File: config.mk
export PLATFORM = sky130hd
export DESIGN_NAME = bus_master_ctrl
export DESIGN_NICKNAME = d
export VERILOG_FILES = /design/src/rtl/bus_pkg.sv /design/src/rtl/bus_master_ctrl.sv
export SDC_FILE = /design/constraint.sdc
export NUM_CORES = 1
export LEC_CHECK = 0
export ABC_CLOCK_PERIOD_IN_PS = 1700
export CELL_PAD_IN_SITES_DETAIL_PLACEMENT = 0
export CELL_PAD_IN_SITES_GLOBAL_PLACEMENT = 1
export CORE_AREA = 2 2 106 98
export DETAILED_ROUTE_END_ITERATION = 12
export DIE_AREA = 0 0 108 100
export HOLD_SLACK_MARGIN = 0.1
export PLACE_DENSITY = 0.91
export SETUP_SLACK_MARGIN = 0.3
export SYNTH_ARGS = -nofsm -noshare
export SYNTH_HDL_FRONTEND = slang
export SYNTH_SLANG_ARGS = --single-unit
export TNS_END_PERCENT = 5
File: constraint.sdc
create_clock -name clk -period 1.7 [get_ports clk]
set_input_delay 0.255 -clock clk [delete_from_list [all_inputs] [get_ports clk]]
set_output_delay 0.255 -clock clk [all_outputs]
set_load 0.005 [all_outputs]
File: src/rtl/bus_pkg.sv
// Shared definitions for the per-master bus request controller: FSM state
// encoding and default bus geometry.
package bus_pkg;

  localparam int AW_DEF = 8;   // bus address width
  localparam int DW_DEF = 32;  // bus data width
  localparam int LW_DEF = 4;   // burst-length field width

  typedef enum logic [1:0] {
    ST_IDLE = 2'd0,
    ST_REQ  = 2'd1,
    ST_XFER = 2'd2,
    ST_DONE = 2'd3
  } state_t;

endpackage

File: src/rtl/bus_master_ctrl.sv
// Per-master bus request controller. Accepts a burst command from the local
// core, requests the bus from the arbiter, issues one beat per granted cycle
// with an incrementing (wrapping) address, returns read data, and stalls in
// place whenever grant is withdrawn mid-burst.
module bus_master_ctrl
  import bus_pkg::*;
#(
  parameter int AW = AW_DEF,
  parameter int DW = DW_DEF,
  parameter int LW = LW_DEF
) (
  input  logic          clk,
  input  logic          reset_n,
  input  logic          start,
  input  logic          cmd_wr,
  input  logic [AW-1:0] cmd_addr,
  input  logic [LW-1:0] cmd_len,
  input  logic [DW-1:0] wdata_in,
  output logic          wdata_ack,
  input  logic          grant,
  output logic          req,
  output logic          bus_en,
  output logic          bus_wr,
  output logic [AW-1:0] bus_addr,
  output logic [DW-1:0] bus_wdata,
  input  logic [DW-1:0] bus_rdata,
  output logic          rd_valid,
  output logic [DW-1:0] rd_data,
  output logic          busy,
  output logic          done
);

  state_t        state_q;
  logic          wr_q;
  logic [AW-1:0] addr_q;
  logic [LW-1:0] cnt_q;
  logic          req_r;
  logic          busy_r;
  logic          done_r;
  logic          rd_valid_r;
  logic [DW-1:0] rd_hold_r;
  logic          beat_s;
  logic          wr_beat_s;

  // Burst FSM; req/busy/done are registered alongside the state so they are
  // glitch-free decodes of the state register.
  always_ff @(posedge clk or negedge reset_n) begin
    if (!reset_n) begin
      state_q <= ST_IDLE;
      wr_q    <= 1'b0;
      addr_q  <= '0;
      cnt_q   <= '0;
      req_r   <= 1'b0;
      busy_r  <= 1'b0;
      done_r  <= 1'b0;
    end else begin
      case (state_q)
        ST_IDLE: begin
          if (start) begin
            busy_r <= 1'b1;
            if (cmd_len != '0) begin
              wr_q    <= cmd_wr;
              addr_q  <= cmd_addr;
              cnt_q   <= cmd_len;
              req_r   <= 1'b1;
              state_q <= ST_REQ;
            end else begin
              // Null command completes without ever touching the arbiter.
              done_r  <= 1'b1;
              state_q <= ST_DONE;
            end
          end else begin
            state_q <= ST_IDLE;
          end
        end
        ST_REQ: begin
          if (grant) begin
            state_q <= ST_XFER;
          end else begin
            state_q <= ST_REQ;
          end
        end
        ST_XFER: begin
          if (grant) begin
            addr_q <= addr_q + AW'(1);
            cnt_q  <= cnt_q - LW'(1);
            if (cnt_q == LW'(1)) begin
              req_r   <= 1'b0;
              done_r  <= 1'b1;
              state_q <= ST_DONE;
            end else begin
              state_q <= ST_XFER;
            end
          end else begin
            // Grant withdrawn: hold address and count, keep requesting.
            state_q <= ST_XFER;
          end
        end
        ST_DONE: begin
          done_r  <= 1'b0;
          busy_r  <= 1'b0;
          req_r   <= 1'b0;
          state_q <= ST_IDLE;
        end
        default: begin
          req_r   <= 1'b0;
          busy_r  <= 1'b0;
          done_r  <= 1'b0;
          state_q <= ST_IDLE;
        end
      endcase
    end
  end

  // Beat qualification: a default or stale grant never drives the bus
  // unless this master is actually transferring.
  always_comb begin
    beat_s    = (state_q == ST_XFER) && grant;
    wr_beat_s = beat_s && wr_q;
  end

  // Bus drive; everything is zero when idle so masters can be OR-muxed.
  always_comb begin
    bus_en    = beat_s;
    bus_wr    = wr_beat_s;
    wdata_ack = wr_beat_s;
    if (beat_s) begin
      bus_addr = addr_q;
    end else begin
      bus_addr = '0;
    end
    if (wr_beat_s) begin
      bus_wdata = wdata_in;
    end else begin
      bus_wdata = '0;
    end
  end

  // Read return: slave data arrives the cycle after a read beat.
  always_ff @(posedge clk or negedge reset_n) begin
    if (!reset_n) begin
      rd_valid_r <= 1'b0;
      rd_hold_r  <= '0;
    end else begin
      rd_valid_r <= beat_s && !wr_q;
      if (rd_valid_r) begin
        rd_hold_r <= bus_rdata;
      end else begin
        rd_hold_r <= rd_hold_r;
      end
    end
  end

  // Present live slave data in the valid cycle, last captured word otherwise.
  always_comb begin
    rd_valid = rd_valid_r;
    if (rd_valid_r) begin
      rd_data = bus_rdata;
    end else begin
      rd_data = rd_hold_r;
    end
  end

  // Registered status outputs.
  always_comb begin
    req  = req_r;
    busy = busy_r;
    done = done_r;
  end

endmodule

==> flow_summary_export.csv <==
group,metric,value,unit
clocking,cts_buffer_depth,2,
sta,clock_skew,0.00411,ns
pwr,powerDensity,1430,nW/um^2
route,drt-vias-per-instance,4.56,
clocking,htreeDepth,2,
global_route,gr-usage-all-layers,17.3,%
finish,layout_common_cells,"74 x clkdlybuf4s50_1, 53 x buf_6, 50 x dfrtp_1",
sta,fmax,0.528,GHz
finish,num-nets-final,521,
synthesis,synth_top_cell_by_area,"dfrtp_1",
global_route,grt_pass1_wl,14700,microns
route,wire_per_inst,16.8,microns
global_route,overflow,0,
placed_design,hpwlAfterDp,5840,microns
synthesis,synth_cells,231,
synthesis,synth_area_leaders,"dfrtp_1 50%, mux2_2 15%, and2_1 7.9%",
route,drt-total-wl,9510,microns
synthesis,ys.warnings.count,0,
clocking,clk_pin_slew,0.09,ns
synthesis,synth_enable_flop_cells,0,
route,drcViolationCount,0,
global_route,antenna_found_initial,0,
placed_design,place_inst,519,
clocking,cts_buffers,5,
pwr,total_leakage_power,0.00236,uW
placed_design,io_buffers,159,
placed_design,place.gp.congestion,0.800,
worst_setup_path,critical_path_class,"reg -> out",
finish,drive_above_1_share,46.3,%
sta,slew_headroom,69.2,%
synthesis,synth_flop_cell,"dfrtp_1",
global_route,grt_pass1_vias,2741,
sta,slew_violations,0,
worst_setup_path,start_kind,"flop",
floorplanning,dieArea,10800,sq um
clocking,clk_latency,0.30,ns
synthesis,syn-num-nets,315,
clocking,cts_tree,"done",
synthesis,synth_area_per_cell,11.0,sq um
floorplanning,die_h,100,microns
route,ant_nets,0,
worst_setup_path,required,1.44,ns
synthesis,synth_seq_cells,51,
sta,fin_ws,-0.194,ns
worst_setup_path,crit_path_end_kind,"output pin",
outcome,status,"complete, but fails checks",
sta,hold_slack,0.437,ns
route,dr.first_iter.drc_count,67,
sta,period_share,111,%
synthesis,synth_cell_types,42,
floorplanning,io_pins,160,
synthesis,synth_top_area_share,50.0,%
finish,final_common_cell,"clkdlybuf4s50_1",
hold_path,hold_class,"in -> async",
floorplanning,num_rows,35,
pwr,irDropWorstVdd,0.000687,V
worst_setup_path,path_max_fanout,8,
sta,setup_violations,76,
synthesis,syn-cell-area,2550,sq um
finish,area_delta_synth_final,102,%
synthesis,ys_async_sr_fraction,100,%
finish,instances_no_fill,567,
sta,hold_viol,0,
floorplanning,dieWidth,108,microns
job,maxCapViolCount,0,
finish,fillers,880,
floorplanning,start_util,25.9,%
synthesis,yosysSeqAreaShare,50.0,%
sta,tightest_slew,0.462,ns
clocking,clock-root-buffer,"clkbuf_8",
route,via_count,2588,
sta,rsz0062_at_grt,"yes",
outcome,violations,"negative setup slack",
clocking,clock-sinks,51,
route,firstDrtPassIters,4,
worst_setup_path,arrival,1.64,ns
finish,num_antenna_cells,0,
sta,fin_crit,1.89,ns
global_route,grt_max_degree,33,
floorplanning,coreArea,9850,sq um
==> Yosys cell counts (2+ instances only) <==
| cell type | count |
|---|---|
| dfrtp_1 | 51 |
| and3_1 | 10 |
| buf_4 | 2 |
| nand2b_1 | 2 |
| ha_1 | 3 |
| mux2_2 | 33 |
| buf_6 | 2 |
| nand3_1 | 7 |
| buf_1 | 3 |
| nor2_1 | 5 |
| a211oi_1 | 2 |
| nand2_1 | 11 |
| nor3b_1 | 2 |
| inv_1 | 6 |
| and2_1 | 32 |
| o2bb2a_1 | 2 |
| o21ai_0 | 11 |
| clkbuf_1 | 8 |
| a21oi_1 | 13 |
| o22ai_1 | 4 |
==> metal layers <==
layer  vias to the layer above  part of all wire (%)  track usage (%)
li1                       1228                     -                -
met1                      1282                    42             21.6
met2                        73                    52             31.8
met3                         5                   4.9             3.12
met4                         0                  0.43             2.86
met5                         -                     0                0
==> final timing paths <==
check	startpoint	to	slack (ns)	depth (start not counted)
max	rd_valid	rd_data[30]	-0.19	5
max reg2reg	state_q[0]	addr_q[2]	-0.07	8
min in group clk	cmd_len[1]	cnt_q[1]	0.46	3
min reg2reg	rd_hold_r[9]	rd_hold_r[9]	0.50	1
min	reset_n	rd_hold_r[21]	0.44	2
max in group asynchronous	reset_n	rd_valid	0.72	3
==> cell families after synthesis <==
group,synth area share [%]
simple gates,18.0
flops,50.0
compound gates,11.4
mux,15.0
buf+inv,4.17
fa+ha+maj,1.47
==> what timing repair did <==
action,in CTS,in global routing
hold buffers,1,0
buffers inserted,28,0
endpoints found under the hold margin,19,0
pin swaps,19,8
gates cloned,11,0
endpoints found under the setup margin,94,94
gates resized for setup,381,37
==> layout make-up <==
| cell class | instances | area (sq um) | area share (%) |
|---|---|---|---|
| multi-input cells | 163 | 1430 | 27.8 |
| flip-flops and latches | 51 | 1280 | 24.8 |
| well taps | 129 | 161 | 3.14 |
| clock inverters | 2 | 16.3 | 0.316 |
| repair buffers | 210 | 2160 | 41.9 |
| clock buffers | 6 | 82.6 | 1.60 |
| inverters | 6 | 22.5 | 0.438 |
==> worst max-delay path, stage by stage (launching register included) <==
cell and delay, ns:
dfrtp_2 0.49, buf_12 0.15, buf_6 0.11, buf_16 0.14, mux2_4 0.31, buf_6 0.12
==> sequential cells by signal, indices dropped and copies added (netlist names) <==
register	flops
wr_q	1
req	1
busy	1
rd_hold_r	32
rd_valid	1
cnt_q	4
state_q	2
done	1
addr_q	8
==> metrics by stage <==
step / power [uW] / utilization (%) / setup TNS (ns) / setup slack (ns) / cell area (sq um)
after global routing: 7830 / 52.2 / -14.15 / -0.267 / 5150
after CTS: 7330 / 51.9 / -9.71 / -0.219 / 5120
final: 7350 / 52.2 / -8.38 / -0.194 / 5150
after global placement: 5330 / 44.3 / -14.34 / -0.300 / 4370
after floorplan: 3640 / - / 0 / 0.192 / 2560
after detailed placement: 5460 / 44.3 / -15.19 / -0.317 / 4370
==> report_power, final <==
group / switching, uW / internal [uW] / total [uW]
sequential: 374 / 1810 / 2180
combinational: 1620 / 2810 / 4430
clock: 405 / 333 / 737
total: 2400 / 4950 / 7350
(Power assumes the default switching activity.)
